[src/rtl/alu_disp_pkg.sv]
// Shared types and constants for the ALU result display: FSM states, hex font, widths.
package alu_disp_pkg;

  localparam int unsigned CNT_W  = 24;
  localparam int unsigned DATA_W = 8;
  localparam int unsigned NIB_W  = 4;
  localparam int unsigned SEG_W  = 7;

  typedef enum logic [1:0] {
    IDLE    = 2'd0,
    SHOW_HI = 2'd1,
    SHOW_LO = 2'd2,
    GAP     = 2'd3
  } disp_state_e;

  // Active-high segments, bit0 = a ... bit6 = g, indexed by hex digit
  localparam logic [SEG_W-1:0] HEX_FONT [16] = '{
    7'h3F, 7'h06, 7'h5B, 7'h4F, 7'h66, 7'h6D, 7'h7D, 7'h07,
    7'h7F, 7'h6F, 7'h77, 7'h7C, 7'h39, 7'h5E, 7'h79, 7'h71
  };

endpackage

[src/rtl/alu_result_display_if.sv]
// Valid/ready result bus from the ALU into the display stage.
interface alu_result_display_if;
  import alu_disp_pkg::*;

  logic              in_valid;
  logic [DATA_W-1:0] in_data;
  logic              in_ready;

  modport master (output in_valid, output in_data, input  in_ready);
  modport slave  (input  in_valid, input  in_data, output in_ready);
endinterface

[src/rtl/hex_to_seg7.sv]
// Combinational hex digit to 7-segment decode using the shared font.
module hex_to_seg7
  import alu_disp_pkg::*;
(
  input  logic [NIB_W-1:0] nibble_i,
  output logic [SEG_W-1:0] seg_o
);

  assign seg_o = HEX_FONT[nibble_i];

endmodule

[src/rtl/alu_result_display.sv]
// Shows each accepted ALU result as high nibble, low nibble, then blank, each for DWELL_COUNT cycles.
// Optional macro ALU_DISP_REPEAT_EN: loop the held value forever and accept new data during GAP.
module alu_result_display
  import alu_disp_pkg::*;
#(
  parameter logic [CNT_W-1:0] DWELL_COUNT = 24'd10_000_000
) (
  input  logic                  clk,
  input  logic                  reset,
  alu_result_display_if.slave   in_if,
  output logic [SEG_W-1:0]      seg_out,
  output logic                  dp_out,
  output logic                  busy
);

  localparam logic [CNT_W-1:0] DWELL_LAST = DWELL_COUNT - CNT_W'(1);

  disp_state_e       state_q, state_d;
  logic [CNT_W-1:0]  cnt_q, cnt_d;
  logic [DATA_W-1:0] hold_q, hold_d;
  logic [SEG_W-1:0]  seg_q, seg_d;
  logic              dp_q, dp_d;
  logic              busy_q, busy_d;

  logic              ready;
  logic              accept;
  logic              dwell_done;
  logic [NIB_W-1:0]  nib_sel;
  logic [SEG_W-1:0]  font_seg;

`ifdef ALU_DISP_REPEAT_EN
  assign ready = (state_q == IDLE) || (state_q == GAP);
`else
  assign ready = (state_q == IDLE);
`endif

  assign in_if.in_ready = ready;
  assign accept         = in_if.in_valid && ready;
  assign dwell_done     = (cnt_q == DWELL_LAST);

  hex_to_seg7 u_font (
    .nibble_i (nib_sel),
    .seg_o    (font_seg)
  );

  // Next state, counter and hold register
  always_comb begin
    state_d = state_q;
    cnt_d   = cnt_q;
    hold_d  = hold_q;
    unique case (state_q)
      IDLE: begin
        if (accept) begin
          hold_d  = in_if.in_data;
          cnt_d   = '0;
          state_d = SHOW_HI;
        end
      end
      SHOW_HI: begin
        if (dwell_done) begin
          cnt_d   = '0;
          state_d = SHOW_LO;
        end else begin
          cnt_d = cnt_q + CNT_W'(1);
        end
      end
      SHOW_LO: begin
        if (dwell_done) begin
          cnt_d   = '0;
          state_d = GAP;
        end else begin
          cnt_d = cnt_q + CNT_W'(1);
        end
      end
      GAP: begin
`ifdef ALU_DISP_REPEAT_EN
        // A new result preempts the dwell expiry
        if (accept) begin
          hold_d  = in_if.in_data;
          cnt_d   = '0;
          state_d = SHOW_HI;
        end else if (dwell_done) begin
          cnt_d   = '0;
          state_d = SHOW_HI;
        end else begin
          cnt_d = cnt_q + CNT_W'(1);
        end
`else
        if (dwell_done) begin
          cnt_d   = '0;
          state_d = IDLE;
        end else begin
          cnt_d = cnt_q + CNT_W'(1);
        end
`endif
      end
      default: begin
        cnt_d   = '0;
        state_d = IDLE;
      end
    endcase
  end

  // Outputs follow the next state so they change on the same edge as the state
  always_comb begin
    nib_sel = hold_d[NIB_W-1:0];
    seg_d   = '0;
    dp_d    = 1'b0;
    busy_d  = (state_d != IDLE);
    if (state_d == SHOW_HI) begin
      nib_sel = hold_d[DATA_W-1:NIB_W];
      seg_d   = font_seg;
      dp_d    = 1'b1;
    end else if (state_d == SHOW_LO) begin
      seg_d = font_seg;
    end
  end

  always_ff @(posedge clk or posedge reset) begin
    if (reset) begin
      state_q <= IDLE;
      cnt_q   <= '0;
      hold_q  <= '0;
      seg_q   <= '0;
      dp_q    <= 1'b0;
      busy_q  <= 1'b0;
    end else begin
      state_q <= state_d;
      cnt_q   <= cnt_d;
      hold_q  <= hold_d;
      seg_q   <= seg_d;
      dp_q    <= dp_d;
      busy_q  <= busy_d;
    end
  end

  assign seg_out = seg_q;
  assign dp_out  = dp_q;
  assign busy    = busy_q;

endmodule

[src/flat_wrapper.sv]
// flat-port wrapper written by rule: the top's interface ports become plain ports
module alu_result_display_flat import alu_disp_pkg::*;
#(
  parameter logic [CNT_W-1:0] DWELL_COUNT = 24'd10_000_000
)
  (clk, reset, seg_out, dp_out, busy, in_if_in_valid, in_if_in_data, in_if_in_ready);
  alu_result_display_if in_if_i ();
  input  logic clk;
  input  logic reset;
  output logic [SEG_W-1:0] seg_out;
  output logic dp_out;
  output logic busy;
  input wire logic [$bits(in_if_i.in_valid)-1:0] in_if_in_valid;
  input wire logic [$bits(in_if_i.in_data)-1:0] in_if_in_data;
  output wire logic [$bits(in_if_i.in_ready)-1:0] in_if_in_ready;
  assign in_if_i.in_valid = in_if_in_valid;
  assign in_if_i.in_data = in_if_in_data;
  assign in_if_in_ready = in_if_i.in_ready;
  alu_result_display #(.DWELL_COUNT(DWELL_COUNT)) u_core (.clk(clk), .reset(reset), .in_if(in_if_i), .seg_out(seg_out), .dp_out(dp_out), .busy(busy));
endmodule
[config.mk]
export PLATFORM = sky130hd
export DESIGN_NAME = alu_result_display_flat
export DESIGN_NICKNAME = d
export VERILOG_FILES = /design/src/rtl/alu_disp_pkg.sv /design/src/rtl/alu_result_display_if.sv /design/src/rtl/hex_to_seg7.sv /design/src/rtl/alu_result_display.sv /design/src/flat_wrapper.sv
export SDC_FILE = /design/constraint.sdc
export NUM_CORES = 1
export LEC_CHECK = 0
export ABC_AREA = 1
export CORE_ASPECT_RATIO = 2
export CORE_MARGIN = 1
export CORE_UTILIZATION = 30
export DETAILED_ROUTE_END_ITERATION = 10
export HOLD_SLACK_MARGIN = 0.03
export PLACE_DENSITY = 0.57
export SLEW_MARGIN = 10
export SYNTH_ARGS = -nofsm -noshare
export SYNTH_HDL_FRONTEND = slang
export SYNTH_HIERARCHICAL = 1
export SYNTH_SLANG_ARGS = --single-unit
[constraint.sdc]
create_clock -name clk -period 3 [get_ports clk]
set_clock_uncertainty 0.15 [all_clocks]
set_input_delay 0.6 -clock clk [delete_from_list [all_inputs] [get_ports clk]]
set_output_delay 0.6 -clock clk [all_outputs]
set_load 0.02 [all_outputs]
==> reports/qor.csv, run 1 <==
metric;value;unit
most frequent cells in the layout;nand2_1, dfrtp_1, inv_1;
Max-Slew Margin vs Limit;0.771;
final instance count without filler cells;490;
asr flop ratio synth;1.00;
synth top area cells;dfrtp_1, nand2_1, inv_1;
design area;0.00327;mm2
Post-CTS Setup Bufs;0;
mean number of vias per cell;4.87;
Seq/Total Area, Yosys;0.399;
clk slew on worst S/H paths;0.07;ns
number of CTS-inserted buffers;5;
dpl cell area;0.00308;mm2
die area;0.00939;mm2
syn avg cell area;7.63;um2
Cell Pwr Density;357;mW/mm2
Final WS setup;0.224;ns
Post-DRT Antenna Nets;0;
Initial Util;0.312;
Post-synth EDFFs;0;
Layout area overhead;21.4;%
H-tree levels;2;
period utilization;0.925;
Sinks on Clock Net;43;
Max Buffers Root-to-Sink;2;
Initial DRC Count;94;
Core ar.;0.00865;mm2
Max rail drop VDD;228;uV
grt ovf;0;
sequential cell area;0.00108;mm2
Post-CTS Resized;0;
synthesized instance count;353;
Post-route DRC;0;
Post-synth top flop;dfrtp_1;
Place WS;0.121;ns
# nets final;408;
n_diodes;0;
DP Cell Count;482;
Die X;69.0;um
initial antenna violation count;0;
critical path type;reg -> reg;
CTS Root Cell;clkbuf_16;
crit path max fanout;13;
final core utilization;0.378;
worst path required time;3.03;ns
# rows;48;
Routability Congestion;0.855;
Worst Setup Start Kind;flip-flop;
Fmax achieved;0.360;GHz
I/O Buffers;20;
Tightest Hold Check Type;in -> async;
Synth area leader;dfrtp_1;
#FFs+latches synth;43;
endpoints failing hold;0;
area occupied by multi-input gates;0.00143;mm2
Tot Pwr;1170;uW
syn nets;372;
synth unique cells;33;
Worst-Margin Slew;0.342;ns
CTS tree;built;
Die H;136;um
CP Capture Type;flip-flop;
wire length per cell;14.0;um
DRT Pass-1 Iters;4;
Clock Latency Late Sink;0.29;ns
total number of vias;2385;
Routed WL;6850;um
flop-to-flop setup slack;0.22;ns
hpwl dp;5530;um
setup violators final;0;
post-route minimum period;2.78;ns
Synth top area share;0.399;
Syn Std Cell Area;0.00270;mm2
most common cell after layout, fill and taps aside;nand2_1;
Pleak;0.00145;uW
CTS Hold Bufs;0;
fillers;906;
first-pass GRT wire length;11500;um
max cap viols;0;
Syn. warnings;6;
Final Max Slew Viols;0;
share of cells above drive strength 1;0.149;
overall routing resource usage;0.156;
I/O pins;21;
WP data arrival;2.81;ns
status;complete, no violations;
vias in the first global route;2420;
largest net degree at the start of global routing;26;
synthesized netlist by cell type, types with 7 or more instances:
master / n
mux2_2: 8
inv_1: 40
o22ai_1: 7
o21ai_0: 17
nor2_1: 32
ha_1: 8
nand4_1: 17
nor2_2: 7
nand3_1: 30
nand2_1: 98
dfrtp_1: 43
xor2_1: 9
flip-flops by register name (all words and copies together) (netlist names):
name            cells
u_core/dp_out       1
u_core/seg_out      7
u_core/state_q      2
u_core/busy         1
u_core/hold_q       8
u_core/cnt_q       24
power by group:
part	switching [uW]	leakage [uW]	internal [uW]
Clock	248	0.0000664	312
Combinational	15.3	0.000878	13.3
Sequential	0	0.000502	580
Total	263	0.00145	904
worst paths after layout:
path                                              from                      endpoint  cells past startpoint
hold reg to reg             u_core/hold_q[3]$_DFF_PP0_    u_core/hold_q[3]$_DFF_PP0_                      1
setup / recovery           u_core/cnt_q[0]$_DFFE_PP0P_   u_core/seg_out[3]$_DFF_PP0_                     19
setup reg to reg           u_core/cnt_q[0]$_DFFE_PP0P_   u_core/seg_out[3]$_DFF_PP0_                     19
min in group clk            u_core/hold_q[3]$_DFF_PP0_    u_core/hold_q[3]$_DFF_PP0_                      1
hold / removal                                   reset       u_core/dp_out$_DFF_PP0_                      2
max in group asynchronous                        reset  u_core/cnt_q[20]$_DFFE_PP0P_                      3
worst max-delay path, cell delays in order (launching register included):
cell     delay [ns]
dfrtp_1        0.43
ha_4           0.18
nand3_4        0.11
inv_4          0.11
nand3_2        0.08
nor2_4         0.12
nand3_2        0.11
nand3_4        0.16
nand2_8        0.11
nand2_1        0.12
nand2_1        0.08
nand2_1        0.09
inv_1          0.09
ha_1           0.30
nand2_1        0.08
o21ai_0        0.09
nand2_1        0.07
nand2_1        0.07
nand4_1        0.09
nand2_1        0.05
final cells by class:
type | instances | area share
Sequential cell | 43 | 0.329
Clock buffer | 5 | 0.0382
Inverter | 46 | 0.0551
Tap cell | 100 | 0.0382
Timing Repair Buffer | 35 | 0.0956
Clock inverter | 3 | 0.00727
Multi-Input combinational cell | 258 | 0.436
kinds of logic (layout without fill, tap and decap cells):
logic type               after synthesis  after routing  synth area share
AO/OA/AOI/OAI                         31             31            0.0636
XOR/XNOR                              11             11            0.0358
adder cells (fa/ha/maj)                8              8            0.0371
buffers and inverters                 52             89            0.0863
flip-flops                            43             43             0.399
multiplexers                           8              8            0.0334
AND/OR/NAND/NOR                      200            200             0.344
per-layer routing:
layer / global-route usage / up-vias / routed length [um]
met2: 0.322 / 39 / 4070
met5: 0 / - / 0
met3: 0.0215 / 11 / 157
met1: 0.142 / 1122 / 2430
li1: - / 1213 / -
met4: 0.0748 / 0 / 202
stage by stage:
step | setup TNS [ns] | hold slack (ns)
global route | -0.00800 | 0.363
detailed placement | 0 | 0.334
floorplan | 0 | 0.321
CTS | 0 | 0.347
global placement | 0 | 0.330
finish | 0 | 0.343
Power figures use the tool's default switching activity.
==> inputs of run 2 (changes only) <==
Settings changed: RECOVER_POWER set to 50.
==> run 2 against run 1 <==
Net effect:
- sequential cell count unchanged
- core utilization decreased by 0.14 points
- via count about the same
- critical path type unchanged
- critical endpoint unchanged
==> reports/qor.csv, run 2 (synthesized netlist as in run 1, its figures left out) <==
metric;value;unit;change
status;complete, no violations;;
Final Max Slew Viols;0;;unchanged
endpoints failing hold;0;;unchanged
Max rail drop VDD;228;uV;about the same
Place WS;0.121;ns;unchanged
Worst-Margin Slew;1.38;ns;+1.03 ns
most frequent cells in the layout;nand2_1, dfrtp_1, inv_1;;
Flop pwr share;0.497;;about the same
Fmax achieved;0.360;GHz;about the same
Post-CTS Setup Bufs;0;;unchanged
DP Cell Count;482;;unchanged
mean number of vias per cell;4.86;;about the same
final core utilization;0.377;;-0.00145
Max-Slew Margin vs Limit;0.0827;;-0.689
max reg flops;24;;unchanged
Die H;136;um;unchanged
Initial Util;0.312;;unchanged
overall routing resource usage;0.156;;unchanged
design area;0.00326;mm2;-0.38%
period utilization;0.926;;about the same
Max Buffers Root-to-Sink;2;;unchanged
post-route minimum period;2.78;ns;+0.00142 ns
share of cells above drive strength 1;0.136;;-0.0128
largest net degree at the start of global routing;26;;unchanged
WP data arrival;2.81;ns;about the same
wire length per cell;14.0;um;about the same
Sw Pwr;263;uW;about the same
final instance count without filler cells;490;;unchanged
internal cell power;903;uW;-0.16%
I/O Buffers;20;;unchanged
worst path required time;3.03;ns;about the same
I/O pins;21;;unchanged
Post-DRT Antenna Nets;0;;unchanged
Routability Congestion;0.855;;unchanged
dpl cell area;0.00308;mm2;unchanged
Clock Latency Late Sink;0.29;ns;about the same
crit path max fanout;13;;unchanged
Core ar.;0.00865;mm2;unchanged
Largest Register;u_core/cnt_q;;
die area;0.00939;mm2;unchanged
CTS Root Cell;clkbuf_16;;
critical path type;reg -> reg;;
Pleak;0.00144;uW;-0.45%
number of CTS-inserted buffers;5;;unchanged
DRT Pass-1 Iters;4;;unchanged
Final WS setup;0.223;ns;-0.00142 ns
Post-route DRC;0;;unchanged
vias in the first global route;2420;;unchanged
CTS tree;built;;
grt ovf;0;;unchanged
Layout area overhead;20.9;%;
Initial DRC Count;93;;-1.1%
total number of vias;2383;;-0.084%
max cap viols;0;;unchanged
Tot Pwr;1170;uW;-0.13%
Worst Setup Start Kind;flip-flop;;
setup violators final;0;;unchanged
CP Capture Type;flip-flop;;
Combinational Power Share;0.023;;about the same
# nets final;408;;unchanged
hpwl dp;5530;um;unchanged
# rows;48;;unchanged
Sinks on Clock Net;43;;unchanged
fillers;910;;+0.44%
clock power share;0.480;;about the same
Tightest Hold Check Type;reg -> reg;;
clk slew on worst S/H paths;0.07;ns;about the same
H-tree levels;2;;unchanged
initial antenna violation count;0;;unchanged
Die X;69.0;um;unchanged
Cell Pwr Density;358;mW/mm2;+0.25%
n_diodes;0;;unchanged
sw frac;0.226;;+0.000237
first-pass GRT wire length;11500;um;unchanged
most common cell after layout, fill and taps aside;nand2_1;;
Routed WL;6860;um;about the same
run 2: cell types whose count changed in the layout (fill, tap and decap cells not counted), sizes merged:
cell and change:
buf -2, dlygate4sd3 +1, clkbuf +2, clkdlybuf4s50 -1
run 2: worst paths after layout:
check                      cells past startpoint  slack (ns)                        start                            to
min in group asynchronous                      2        0.48                        reset       u_core/dp_out$_DFF_PP0_
min reg2reg                                    1        0.35   u_core/hold_q[3]$_DFF_PP0_    u_core/hold_q[3]$_DFF_PP0_
max reg2reg                                   19        0.22  u_core/cnt_q[0]$_DFFE_PP0P_   u_core/seg_out[3]$_DFF_PP0_
min                                            1        0.35   u_core/hold_q[3]$_DFF_PP0_    u_core/hold_q[3]$_DFF_PP0_
max                                           19        0.22  u_core/cnt_q[0]$_DFFE_PP0P_   u_core/seg_out[3]$_DFF_PP0_
max in group asynchronous                      3        0.61                        reset  u_core/cnt_q[20]$_DFFE_PP0P_
run 2: metrics by stage:
stage	hold slack (ns)	setup TNS (ns)
global route	0.369	-0.00877
detailed placement	0.334	0
finish	0.348	0
floorplan	0.321	0
CTS	0.347	0
global placement	0.330	0
run 2: layer usage:
layer | up-vias | track usage | part of all wire
met5 | - | 0 | 0
met4 | 0 | 0.0748 | 0.029
met3 | 11 | 0.0215 | 0.023
met2 | 37 | 0.322 | 0.59
met1 | 1123 | 0.142 | 0.35
li1 | 1212 | - | -
run 2: area by class of cell:
cell class | count | area (um2) | share of cell area
Multi-Input combinational cell | 258 | 1420 | 0.436
Inverter | 46 | 180 | 0.0553
Clock inverter | 3 | 23.8 | 0.00729
Tap cell | 100 | 125 | 0.0384
Timing Repair Buffer | 35 | 305 | 0.0937
Clock buffer | 5 | 125 | 0.0384
Sequential cell | 43 | 1080 | 0.331
run 2: what timing repair did:
item | 4_1_cts | 5_1_grt
resized for setup | 0 | 9
setup endpoints to repair | 0 | 7
hold buffers | 0 | 0
run 2: power groups by stage:
stage / Combinational (uW) / Clock, uW / Sequential, uW
floorplan: 8.64 / 0 / 591
global placement: 30.1 / 0 / 591
detailed placement: 30.3 / 0 / 591
CTS: 30.3 / 572 / 579
global route: 30.5 / 597 / 579
finish: 27.0 / 559 / 580
run 2: worst max-delay path, stage by stage (launching register included):
cell,delay (ns)
dfrtp_1,0.43
ha_4,0.18
nand3_4,0.11
inv_4,0.11
nand3_2,0.08
nor2_4,0.12
nand3_2,0.11
nand3_4,0.16
nand2_8,0.11
nand2_1,0.12
nand2_1,0.08
nand2_1,0.09
inv_1,0.09
ha_1,0.30
nand2_1,0.08
o21ai_0,0.09
nand2_1,0.07
nand2_1,0.07
nand4_1,0.09
nand2_1,0.05
